### config.mk
export PLATFORM = sky130hd
export DESIGN_NAME = mandel_pixel_dispatcher
export DESIGN_NICKNAME = d
export VERILOG_FILES = /design/src/rtl/mandel_pkg.sv /design/src/rtl/mandel_colour_map.sv /design/src/rtl/mandel_pixel_dispatcher.sv
export SDC_FILE = /design/constraint.sdc
export NUM_CORES = 1
export LEC_CHECK = 0
export ABC_CLOCK_PERIOD_IN_PS = 14100
export BUFFER_PORTS_ARGS = -buffer_cell sky130_fd_sc_hd__buf_2
export CAP_MARGIN = 25
export CORE_MARGIN = 10
export CORE_UTILIZATION = 59
export CTS_BUF_LIST = sky130_fd_sc_hd__clkbuf_16
export DETAILED_ROUTE_END_ITERATION = 8
export GPL_ROUTABILITY_DRIVEN = 0
export GPL_TIMING_DRIVEN = 0
export PLACE_DENSITY = 0.9
export SLEW_MARGIN = 20
export SYNTH_ARGS = -nofsm -noshare
export SYNTH_HDL_FRONTEND = slang
export SYNTH_HIERARCHICAL = 1
export SYNTH_SLANG_ARGS = --single-unit
### constraint.sdc
create_clock -name clk -period 14.1 [get_ports clk]
set_input_delay 2.115 -clock clk [delete_from_list [all_inputs] [get_ports clk]]
set_output_delay 2.115 -clock clk [all_outputs]
set_load 0.02 [all_outputs]
### src/rtl/mandel_pkg.sv
// Shared types and colour table for the Mandelbrot pixel dispatcher.
package mandel_pkg;

  typedef logic signed [26:0] coord_t;
  typedef logic [31:0]        iter_t;

  typedef enum logic [2:0] {
    ST_IDLE    = 3'd0,
    ST_LAUNCH  = 3'd1,
    ST_GUARD   = 3'd2,
    ST_WAIT    = 3'd3,
    ST_WRITE   = 3'd4,
    ST_ADVANCE = 3'd5,
    ST_DONE    = 3'd6
  } dispatch_state_t;

  // RGB332 palette indexed by (msb index of the iteration count) >> 2.
  localparam logic [7:0] COLOUR_LUT [0:7] = '{
    8'h03, 8'h07, 8'h1F, 8'h3C, 8'h5C, 8'hFC, 8'hF0, 8'hE0
  };

endpackage

### src/rtl/mandel_colour_map.sv
// Combinational iteration-count to RGB332 mapping: priority encoder plus palette lookup.
module mandel_colour_map
  import mandel_pkg::*;
#(
  parameter int ITER_W = 32
) (
  input  logic [ITER_W-1:0] iterations,
  input  logic [ITER_W-1:0] max_iter,
  output logic [7:0]        colour
);

  logic [31:0] msb_s;
  logic [31:0] bucket_wide_s;
  logic [2:0]  bucket_s;

  // Find the highest set bit, bucket it and fall back to black for escaped-never pixels.
  always_comb begin
    msb_s = 32'd0;
    for (int i = 0; i < ITER_W; i++) begin
      msb_s = iterations[i] ? 32'(i) : msb_s;
    end
    bucket_wide_s = msb_s >> 2;
    if (bucket_wide_s > 32'd7) begin
      bucket_s = 3'd7;
    end else begin
      bucket_s = bucket_wide_s[2:0];
    end
    if (iterations >= max_iter) begin
      colour = 8'h00;
    end else begin
      colour = COLOUR_LUT[bucket_s];
    end
  end

endmodule

### src/rtl/mandel_pixel_dispatcher.sv
// Frame walker: steps cr/ci over the grid, runs the iterator per pixel and writes RGB332 pixels.
// Defining MANDEL_CYCLE_COUNT_EN adds the frame_cycles busy-clock counter output.
module mandel_pixel_dispatcher
  import mandel_pkg::*;
#(
  parameter int WIDTH   = 640,
  parameter int HEIGHT  = 480,
  parameter int COORD_W = 27,
  parameter int ITER_W  = 32,
  parameter int ADDR_W  = 19
) (
  input  logic               clk,
  input  logic               rst,
  input  logic               start,
  input  logic [COORD_W-1:0] x_start,
  input  logic [COORD_W-1:0] y_start,
  input  logic [COORD_W-1:0] dx,
  input  logic [COORD_W-1:0] dy,
  input  logic [ITER_W-1:0]  max_iterations,
  output logic               iter_rst,
  output logic [COORD_W-1:0] iter_cr,
  output logic [COORD_W-1:0] iter_ci,
  output logic [ITER_W-1:0]  iter_max,
  input  logic [ITER_W-1:0]  iter_iterations,
  input  logic               iter_done,
  output logic               wr_valid,
  input  logic               wr_ready,
  output logic [ADDR_W-1:0]  wr_addr,
  output logic [7:0]         wr_data,
  output logic               busy,
  output logic               frame_done
`ifdef MANDEL_CYCLE_COUNT_EN
  ,
  output logic [31:0]        frame_cycles
`endif
);

  localparam int COL_W = (WIDTH > 1) ? $clog2(WIDTH) : 1;
  localparam int ROW_W = (HEIGHT > 1) ? $clog2(HEIGHT) : 1;
  localparam logic [COL_W-1:0] COL_LAST = COL_W'(WIDTH - 1);
  localparam logic [ROW_W-1:0] ROW_LAST = ROW_W'(HEIGHT - 1);

  dispatch_state_t    state_r, state_next_s;
  logic [COL_W-1:0]   col_r;
  logic [ROW_W-1:0]   row_r;
  logic [ADDR_W-1:0]  addr_r;
  logic [COORD_W-1:0] cr_r, ci_r, x_start_r, dx_r, dy_r;
  logic [ITER_W-1:0]  max_r;
  logic [7:0]         wr_data_r, colour_s;
  logic               iter_rst_r, wr_valid_r, busy_r, frame_done_r;
  logic               busy_next_s, last_pixel_s;

  mandel_colour_map #(.ITER_W(ITER_W)) u_colour_map (
    .iterations (iter_iterations),
    .max_iter   (max_r),
    .colour     (colour_s)
  );

  assign last_pixel_s = (col_r == COL_LAST) && (row_r == ROW_LAST);

  // State register.
  always_ff @(posedge clk or posedge rst) begin
    if (rst) begin
      state_r <= ST_IDLE;
    end else begin
      state_r <= state_next_s;
    end
  end

  // Next-state decode; GUARD deliberately skips a cycle so a stale iter_done is never taken.
  always_comb begin
    state_next_s = state_r;
    case (state_r)
      ST_IDLE: begin
        if (start) begin
          state_next_s = ST_LAUNCH;
        end else begin
          state_next_s = ST_IDLE;
        end
      end
      ST_LAUNCH: state_next_s = ST_GUARD;
      ST_GUARD:  state_next_s = ST_WAIT;
      ST_WAIT: begin
        if (iter_done) begin
          state_next_s = ST_WRITE;
        end else begin
          state_next_s = ST_WAIT;
        end
      end
      ST_WRITE: begin
        if (wr_valid_r && wr_ready) begin
          state_next_s = ST_ADVANCE;
        end else begin
          state_next_s = ST_WRITE;
        end
      end
      ST_ADVANCE: begin
        if (last_pixel_s) begin
          state_next_s = ST_DONE;
        end else begin
          state_next_s = ST_LAUNCH;
        end
      end
      ST_DONE: state_next_s = ST_IDLE;
      default: state_next_s = ST_IDLE;
    endcase
    busy_next_s = (state_next_s != ST_IDLE) && (state_next_s != ST_DONE);
  end

  // Registered outputs and the row/column walk over the view.
  always_ff @(posedge clk or posedge rst) begin
    if (rst) begin
      iter_rst_r   <= 1'b0;
      wr_valid_r   <= 1'b0;
      busy_r       <= 1'b0;
      frame_done_r <= 1'b0;
      wr_data_r    <= 8'h00;
      col_r        <= '0;
      row_r        <= '0;
      addr_r       <= '0;
      cr_r         <= '0;
      ci_r         <= '0;
      x_start_r    <= '0;
      dx_r         <= '0;
      dy_r         <= '0;
      max_r        <= '0;
    end else begin
      iter_rst_r   <= (state_next_s == ST_LAUNCH);
      wr_valid_r   <= (state_next_s == ST_WRITE);
      frame_done_r <= (state_next_s == ST_DONE);
      busy_r       <= busy_next_s;
      case (state_r)
        ST_IDLE: begin
          if (start) begin
            x_start_r <= x_start;
            dx_r      <= dx;
            dy_r      <= dy;
            max_r     <= max_iterations;
            cr_r      <= x_start;
            ci_r      <= y_start;
            col_r     <= '0;
            row_r     <= '0;
            addr_r    <= '0;
          end
        end
        ST_WAIT: begin
          if (iter_done) begin
            wr_data_r <= colour_s;
          end
        end
        ST_ADVANCE: begin
          if (!last_pixel_s) begin
            addr_r <= addr_r + ADDR_W'(1);
            if (col_r == COL_LAST) begin
              col_r <= '0;
              row_r <= row_r + ROW_W'(1);
              cr_r  <= x_start_r;
              ci_r  <= ci_r - dy_r;
            end else begin
              col_r <= col_r + COL_W'(1);
              cr_r  <= cr_r + dx_r;
            end
          end
        end
        default: begin
        end
      endcase
    end
  end

  assign iter_rst   = iter_rst_r;
  assign iter_cr    = cr_r;
  assign iter_ci    = ci_r;
  assign iter_max   = max_r;
  assign wr_valid   = wr_valid_r;
  assign wr_addr    = addr_r;
  assign wr_data    = wr_data_r;
  assign busy       = busy_r;
  assign frame_done = frame_done_r;

`ifdef MANDEL_CYCLE_COUNT_EN
  logic [31:0] frame_cycles_r;

  // Busy-clock counter: cleared on start accept, saturating, holds between frames.
  always_ff @(posedge clk or posedge rst) begin
    if (rst) begin
      frame_cycles_r <= 32'd0;
    end else if ((state_r == ST_IDLE) && start) begin
      frame_cycles_r <= 32'd0;
    end else if (busy_r && (frame_cycles_r != 32'hFFFF_FFFF)) begin
      frame_cycles_r <= frame_cycles_r + 32'd1;
    end
  end

  assign frame_cycles = frame_cycles_r;
`endif

endmodule
Word-level counts from Yosys, hierarchy flattened
Memory sizes are Yosys's and may differ from the RTL's.
Index checks and enable logic that the tools add are counted.
- magnitude comparators: 3
- bitwise operators: 1
- reduce and logical (&&, ||, !) cells: 10
- add/sub/neg operators: 5
- mux-type cells: 59
- eq/ne operators: 14
- operators with widths (operator ; number):
    32-bit two-way mux ; 30
    27-bit two-way mux ; 6
    27-bit case mux with 2 select lines ; 2
    19-bit two-way mux ; 2
    19-bit case mux with 2 select lines ; 1
    32-bit >= comparator ; 1
    30-bit by 3-bit greater-than comparator with 1-bit output, second input constant ; 1
    10-bit two-way mux ; 3
    27-bit adder ; 1
    9-bit two-way mux ; 3
    27-bit subtractor ; 1
    8-bit two-way mux ; 3
    10-bit case mux with 2 select lines ; 1
    19-bit by 1-bit adder with 19-bit output, second input constant ; 1
    3-bit case mux with 6 select lines ; 1
    9-bit case mux with 2 select lines ; 1
    3-bit equality test, second input constant ; 4
    10-bit by 1-bit adder with 10-bit output, second input constant ; 1
    10-bit equality test, second input constant ; 1
    9-bit by 1-bit adder with 9-bit output, second input constant ; 1
    9-bit equality test, second input constant ; 1
    3-bit two-way mux ; 3
    3-bit by 1-bit equality test with 1-bit output, second input constant ; 2
    3-bit by 2-bit equality test with 1-bit output, second input constant ; 2
    12 further kinds ; 19
- logic and storage cells: 108
- output and inout bits: 117
- register bits after elaboration: 220
- bits of input ports: 177
- memories kept: 1
- ROM bits: 64
- memories (memory ; depth ; bits a word ; read ports ; clocked after Yosys merged registers in ; write ports ; line ; text):
    (no name shown) ; 8 ; 8 ; 1 ; 0 ; 0 ; mandel_colour_map.sv:31 ; colour = COLOUR_LUT[bucket_s];

Longest topological paths before layout
Gate-level depths: netlist of the first run.
- depth after elaboration: 38
- mapped depth: 12
- depth with buffers taken out: 12

Hierarchy
Netlist of the first run, hierarchy kept.
- modules (own cells, without submodules) (module ; instances ; area each (um^2) ; cells each ; sequential area each (um^2)):
    mandel_pixel_dispatcher ; 1 ; 11836.4 ; 1343 ; 5505.3
    mandel_colour_map ; 1 ; 988.4 ; 137 ; 0.0

Worst setup path before layout of the first run
Ideal clock, no wire load.
- path kind: input-to-reg
- from: input port iter_iterations[30]
- to: register wr_data_r[1] (netlist: wr_data[1])
- setup time: 0.125 ns
- path slack: 10.118 ns
- data required time: 13.975 ns
- buffers on the path: 1
- arrival: 3.857 ns
- cell stages on the path: 8
- path through: ha_1 nand4_1 nor4_2 nand4_1 a211oi_2 a211oi_2 buf_4 mux2_2
- word-level cells in the longest chain between the ends: 9
- elaborated cells between the ends (all ways): 10
- those cells by class: order compare: 2; mux: 6; bitwise: 1; memory: 1
- ends and longest elaborated chain (element ; line ; text):
    from (decl) ; mandel_pixel_dispatcher.sv:24 ; input logic [ITER_W-1:0] iter_iterations,
    32-bit two-way mux (2 in series) ; mandel_colour_map.sv:20 ; msb_s = iterations[i] ? 32'(i) : msb_s;
    30-bit by 3-bit greater-than comparator with 1-bit output ; mandel_colour_map.sv:23 ; if (bucket_wide_s > 32'd7) begin
    3-bit two-way mux ; mandel_colour_map.sv:23 ;
    3-bit NOT with 4-bit output (implied by the code) ; mandel_colour_map.sv:31 ;
    memory read 8 x 8 bit ; - ;
    8-bit two-way mux (implied by the code) (2 in series) ; mandel_colour_map.sv:31 ;
    8-bit two-way mux * ; mandel_colour_map.sv:28 ; if (iterations >= max_iter) begin
    via colour_s[1] ; mandel_pixel_dispatcher.sv:49 ; logic [7:0] wr_data_r, colour_s;
    to (signal assigned) ; mandel_pixel_dispatcher.sv:148 ; wr_data_r <= colour_s;
    to (decl) ; mandel_pixel_dispatcher.sv:49 ;
Mark *: on every way through the listed nets, which the timed path passes. The rest lies on a longest branch. The select of a mux whose other input is x is not followed.
A chain may end at the register's enable or synchronous reset.

Final worst setup path of the first run
- from: input port iter_iterations[31]
- to: register wr_data_r[1] (netlist: wr_data[1])
- word-level cells in the longest chain between the ends: 8
- elaborated cells between the ends (all ways): 9
- those cells by class: order compare: 2; mux: 5; bitwise: 1; memory: 1
- ends and longest elaborated chain (element ; line):
    32-bit two-way mux ; mandel_colour_map.sv:20
    30-bit by 3-bit greater-than comparator with 1-bit output ; mandel_colour_map.sv:23
    3-bit two-way mux ; mandel_colour_map.sv:23
    3-bit NOT with 4-bit output (implied by the code) ; mandel_colour_map.sv:31
    memory read 8 x 8 bit ; -
    8-bit two-way mux (implied by the code) (2 in series) ; mandel_colour_map.sv:31
    8-bit two-way mux * ; mandel_colour_map.sv:28
    via colour_s[1] ; mandel_pixel_dispatcher.sv:49
Marked as above.

==> run metrics, run 1 <==
Crit Path Class in2reg; CTS Root Cell clkbuf_16; Core Util, Final 73.0%; Post-CTS Setup Inserts 0; Placed Area 0.0147 sq mm; TritonCTS Buffers 25; Routed met1 length 15700 microns; CTS tree done; sequence of cells on the critical path buf_2 -> ha_1 -> nand4_1 -> nor4_2 -> nand4_1 -> a211oi_2 -> a211oi_2 -> buf_4 -> mux2_2; number of synthesized register bits 220; NumNets Final 2068; area of the multi-input gates 0.00676 sq mm; worst min path class reg2reg; Worst Skew 0.0247 ns; power per cell area 245 mW/mm^2; max incr delay on CP 0.52 ns; crit-path max FO 7; H-tree depth 1; Die ar. 0.0280 sq mm; WL met2 19100 microns; Startpoint Class input pin; commonest non-fill, non-tap cells in the layout nand2_1 (376), buf_2 (302), dfrtp_1 (220); DR pass1 iterations 7; Avg WL per Cell 19.2 microns; P&R area growth vs syn 20.8%; Mapped Area 0.0128 sq mm; Worst setup EP type flop; fillcell total 1588; post-synthesis instance total 1480; Leak Pwr 7.98 nW; final period utilization 28.0%; Slowest-stage cell, CP a211oi_2; wirelength, routed 40400 microns; Relative slew margins 33.6%; Reg clk slew, reported paths 0.06 ns; share of power burned in registers 28.2%; Placeable Area 0.0212 sq mm; vias in the first global route 12.7k; CTS-repair resized insts 0; Die Ht 167 microns; Clk pwr share 16.6%; largest net degree at the start of global routing 108; worst path arrival time 4.37 ns; final setup fails 0; # port buffers 293; clock tree buffer depth 3; Vias/cell 5.99; initial antenna violation count 4; initial core utilization 60.4%; register area 0.00551 sq mm; global-route wire length before repair 64300 microns; Final HPWL DP 30800 microns; vias 12.6k; # IOs 294; Worst Path Buf+Inv 2; final hold violation count 0; post-synthesis cell type count 83; DIE WIDTH 167 microns; total track usage 27.4%; Syn Nets 1746; cell family with most CP delay simple AND/OR/NAND/NOR gates; cell-internal power 2.05 mW; Max-Cap Viols 0; average size of a mapped cell 8.67 sq um; top cells by area, synth dfrtp_1 (43%), nand2_1 (11%), ha_1 (8.5%); fin crit period 3.94 ns; Initial DRC Count 1166; ANT nets after route 0; CP required 14.52 ns; CTS sink count 220; TNS Setup 0 ns; Slew Viols, Final 0; met3 WL post-DR 3910 microns; slew at the pin with the worst max-slew slack 0.996 ns; worst vdd ir 0.153 mV; Net Switching 1.75 mW; switch share 46.1%; Yosys Warn Count 6; register area share after synthesis 42.9%; max layer used met4; post-route design area 0.0155 sq mm; fmax 254 MHz; hold buffers post-CTS 0; RSZ-0062 raised after global routing false; Post-synth EDFFs 0; layout cells sized above 1 20.8%; FP Rows 53; post-synthesis async set-or-reset flop share 100%; Most used DFF post-synth dfrtp_1; Congestion Overflow GR 0; Clock Latency Late Sink 0.54 ns; leading area contributor after synthesis dfrtp_1; commonest non-fill, non-tap cell in the layout nand2_1; status completed; share of the synthesized area in the top cell type 42.9%; # DRC 0; Combinational Power Share 55.2%
-- layer usage --
layer / GRT usage [%] / vias to the layer above
met4: 11.4 / 0
met1: 33.2 / 5937
li1: - / 5812
met5: 0 / -
met2: 45.6 / 694
met3: 6.62 / 125
-- cell type report --
type	count	area share [%]
multi-input combinational	1119	43.7
sequential	220	35.5
timing repair buffer	295	9.82
clock buffer	25	4.04
tap	275	2.22
inverter	79	1.98
buffer	62	1.67
clock inverter	20	1.00
antenna	4	0.0646
-- final timing paths --
check / depth (start not counted) / slack (ns) / startpoint / endpoint
min: 2 / 0.48 / x_start_r[1] / x_start_r[1]
min reg2reg: 2 / 0.48 / x_start_r[1] / x_start_r[1]
min in group asynchronous: 2 / 1.48 / rst / iter_max[27]
max in group asynchronous: 3 / 11.88 / rst / wr_addr[11]
max reg2reg: 12 / 10.83 / iter_ci[0] / iter_ci[20]
max: 9 / 10.16 / iter_iterations[31] / wr_data[1]
-- flip-flops by register name (all words and copies together) (netlist names) --
name        cells
state_r         3
wr_valid        1
wr_addr        19
busy            1
frame_done      1
dx_r           27
wr_data         8
x_start_r      27
col_r          10
row_r           9
dy_r           27
iter_cr        27
iter_max       32
iter_ci        27
iter_rst        1
-- tightest hold or removal path, cell delays in order, from the launching register on --
cell     delay, ns
dfrtp_1       0.34
nand2_1       0.05
nand2_1       0.05
-- power by group through the flow --
stage / Combinational (mW) / Sequential, mW / Clock [mW]
3_5_place_dp: 2.05 / 1.07 / 0
4_1_cts: 2.07 / 1.06 / 0.633
3_3_place_gp: 1.96 / 1.06 / 0
5_1_grt: 2.32 / 1.10 / 0.659
2_1_floorplan: 1.35 / 1.18 / 0
6_report: 2.10 / 1.07 / 0.628
-- cells by family after synthesis --
kind of cell | count (synthesis) | share of synthesized area [%]
xor+xnor | 64 | 4.37
fa+ha+maj | 89 | 8.80
simple gates | 638 | 22.2
buf+inv | 141 | 4.35
mux | 14 | 1.18
flops | 220 | 42.9
compound gates | 314 | 16.1
-- cell usage after synthesis (3+ instances only) --
cell type / number
nand2_1: 376
nand4_1: 15
a21oi_1: 69
a221oi_1: 5
a221o_1: 4
a211oi_1: 8
a22oi_1: 5
xor2_1: 32
nor4_1: 8
a311oi_1: 4
clkbuf_1: 46
buf_2: 9
nand2b_1: 14
nand3_1: 42
o211ai_1: 10
nor2b_1: 4
o21ai_1: 3
a21o_1: 27
ha_1: 87
o22ai_1: 4
or3_1: 6
mux2_2: 9
a31oi_1: 14
nor3b_1: 3
buf_1: 4
nor3_1: 23
and4_1: 4
and3_1: 18
a2111oi_0: 3
o21bai_1: 4
xnor2_1: 32
o2111ai_1: 4
nor2_1: 90
a41oi_1: 4
and2_1: 10
a222oi_1: 14
dfrtp_1: 220
nor4_2: 4
mux2i_1: 5
o311ai_1: 3
a211o_1: 5
o21ai_0: 95
a21boi_0: 4
inv_1: 78
-- stage by stage --
step	power, mW	hold WS [ns]	setup slack (ns)	std cells
2_1_floorplan	2.54	0.440	5.96	1480
3_3_place_gp	3.02	0.453	3.63	2048
3_5_place_dp	3.12	0.465	9.66	2050
4_1_cts	3.77	0.479	10.22	2095
5_1_grt	4.08	0.506	10.04	2099
6_report	3.79	0.477	10.16	2099
(Power assumes the default switching activity.)
==> inputs of run 2 (changes only) <==
--- a/config.mk
+++ b/config.mk
@@ -5,16 +5,16 @@
 export SDC_FILE = /design/constraint.sdc
 export NUM_CORES = 1
 export LEC_CHECK = 0
-export ABC_CLOCK_PERIOD_IN_PS = 14100
+export ABC_CLOCK_PERIOD_IN_PS = 3900
 export BUFFER_PORTS_ARGS = -buffer_cell sky130_fd_sc_hd__buf_2
 export CAP_MARGIN = 25
 export CORE_MARGIN = 10
-export CORE_UTILIZATION = 59
+export CORE_UTILIZATION = 55
 export CTS_BUF_LIST = sky130_fd_sc_hd__clkbuf_16
 export DETAILED_ROUTE_END_ITERATION = 8
 export GPL_ROUTABILITY_DRIVEN = 0
 export GPL_TIMING_DRIVEN = 0
-export PLACE_DENSITY = 0.9
+export PLACE_DENSITY = 0.85
 export SLEW_MARGIN = 20
 export SYNTH_ARGS = -nofsm -noshare
 export SYNTH_HDL_FRONTEND = slang
==> constraint.sdc (replaced) <==
create_clock -name clk -period 3.9 [get_ports clk]
set_input_delay 0.585 -clock clk [delete_from_list [all_inputs] [get_ports clk]]
set_output_delay 0.585 -clock clk [all_outputs]
set_load 0.02 [all_outputs]
==> run 2 against run 1 <==
  * First-iteration DRC count grew 3.2%
  * Core utilization shrank 4.5 points
  * Final area grew 0.72%
  * Largest cell class unchanged
==> run metrics, run 2 (synthesized netlist as in run 1, its figures left out) <==
CP required 4.30 ns (-10.22 ns); Slowest-stage cell, CP dfrtp_1; final setup fails 0 (unchanged); Die Ht 173 microns (+3.1%); total track usage 25.7% (-1.7 points); P&R area growth vs syn 21.6%; vias in the first global route 12.2k (-4.3%); NumNets Final 2073 (+0.24%); Relative slew margins 37.8% (+4.3 points); Post-CTS Setup Inserts 0 (unchanged); initial core utilization 56.3% (-4.1 points); Max-Cap Viols 0 (unchanged); register area 0.00551 sq mm (unchanged); worst path arrival time 3.66 ns (-0.71 ns); fillcell total 1810 (+14%); fin crit period 3.26 ns; Vias/cell 5.79 (-3.4%); final period utilization 83.7%; Die ar. 0.0298 sq mm (+6.4%); ANT nets after route 0 (unchanged); worst min path class in2async; # port buffers 293 (unchanged); RSZ-0062 raised after global routing false; CTS sink count 220 (unchanged); layout cells sized above 1 20.8% (unchanged); sequence of cells on the critical path inv_1 -> ha_1 -> inv_1 -> fa_1 -> a21o_1 -> a221o_1 -> nor4_2 -> o221ai_1 -> a221o_1 -> a21boi_1 -> mux2i_1 -> nand3_1; TritonCTS Buffers 25 (unchanged); CTS tree done; DR pass1 iterations 8 (+1); Crit Path Class reg2reg; largest net degree at the start of global routing 35 (-68%); Startpoint Class flop; Initial DRC Count 1203 (+3.2%); max incr delay on CP 0.43 ns (-0.09 ns); FP Rows 55 (+3.8%); final hold violation count 0 (unchanged); Clock Latency Late Sink 0.52 ns (-0.02 ns); # IOs 294 (unchanged); dpl cells 2093 (+2.1%); Leak Pwr 8.01 nW (+0.41%); Placeable Area 0.0228 sq mm (+7.3%); vias 12.4k (-1.6%); CTS Root Cell clkbuf_16; Reg clk slew, reported paths 0.06 ns (about the same); max FFs per register 32 (unchanged); commonest non-fill, non-tap cell in the layout nand2_1; wirelength, routed 40300 microns (-0.12%); commonest non-fill, non-tap cells in the layout nand2_1 (376), buf_2 (302), dfrtp_1 (220); Worst setup EP type flop; Final HPWL DP 30900 microns (+0.41%); Avg WL per Cell 18.9 microns (-1.9%); fmax 306 MHz; power per cell area 877 mW/mm^2 (+260%); status completed; Slew Viols, Final 0 (unchanged); initial antenna violation count 4 (unchanged); crit-path max FO 3 (-4); area of the multi-input gates 0.00676 sq mm (unchanged); final cell count without fillers 2137 (+1.8%); clock tree buffer depth 3 (unchanged); final hold slack 0.0262 ns (-0.451 ns); # DRC 0 (unchanged); Worst Skew 0.0188 ns (-0.00585 ns); worst vdd ir 0.543 mV (+250%); DIE WIDTH 173 microns (+3.1%); CTS-repair resized insts 0 (unchanged); hold buffers post-CTS 0 (unchanged); Congestion Overflow GR 0 (unchanged); global-route wire length before repair 63700 microns (-0.98%); slew at the pin with the worst max-slew slack 0.927 ns (-0.0692 ns); H-tree depth 1 (unchanged)
run 2: final cells by class:
cell class	instances	area share, %
multi-input combinational	1119	43.3
sequential	220	35.3
antenna	4	0.0642
inverter	79	1.94
tap	313	2.51
timing repair buffer	300	10.3
clock inverter	15	0.882
clock buffer	25	4.01
buffer	62	1.66
run 2: power breakdown:
part           switching [mW]  internal [mW]
clock network           0.910           1.34
registers               0.666           3.19
logic                    4.66           2.91
total                    6.24           7.44
run 2: stage by stage:
stage	setup TNS (ns)	total power, mW	cell area, sq um	utilization [%]	worst slack [ns]
final	0	13.7	15600	68.5	0.637
after global routing	0	14.7	15600	68.5	0.533
after CTS	0	13.6	15600	68.4	0.688
after detailed placement	0	11.3	14800	65.1	0.730
after global placement	-196.14	11.0	14700	64.5	-0.911
after floorplan	0	9.17	12800	-	0.447
run 2: final timing paths:
check	endpoint	startpoint	cells after the start	slack (ns)
worst max-delay path	iter_ci[20]	iter_ci[0]	12	0.64
worst min-delay path	x_start_r[15]	rst	2	0.03
worst max register to register	iter_ci[20]	iter_ci[0]	12	0.64
worst min register to register	x_start_r[10]	x_start_r[10]	2	0.48
max in group asynchronous	iter_max[26]	rst	5	2.95
min in group clk	dx_r[6]	dx[6]	3	0.26
run 2: per-layer routing:
metal  vias to the layer above  part of all wire (%)  GRT usage, %  wire [microns]
li1                       5798                     -             -               -
met1                      5860                    40          32.5           16300
met2                       603                    47          41.9           18900
met3                       104                   8.8          5.49            3560
met4                         0                   3.9          10.8            1590
met5                         -                     0             0               0
run 2: worst max-delay path, delay by kind of cell (launching register included):
family	cells	cell delay, ns
DFF	1	0.43
buffers and inverters	2	0.15
and+or+nand+nor	2	0.40
muxes	1	0.22
AOI/OAI and AO/OA	5	1.37
adders and majority gates	2	0.57
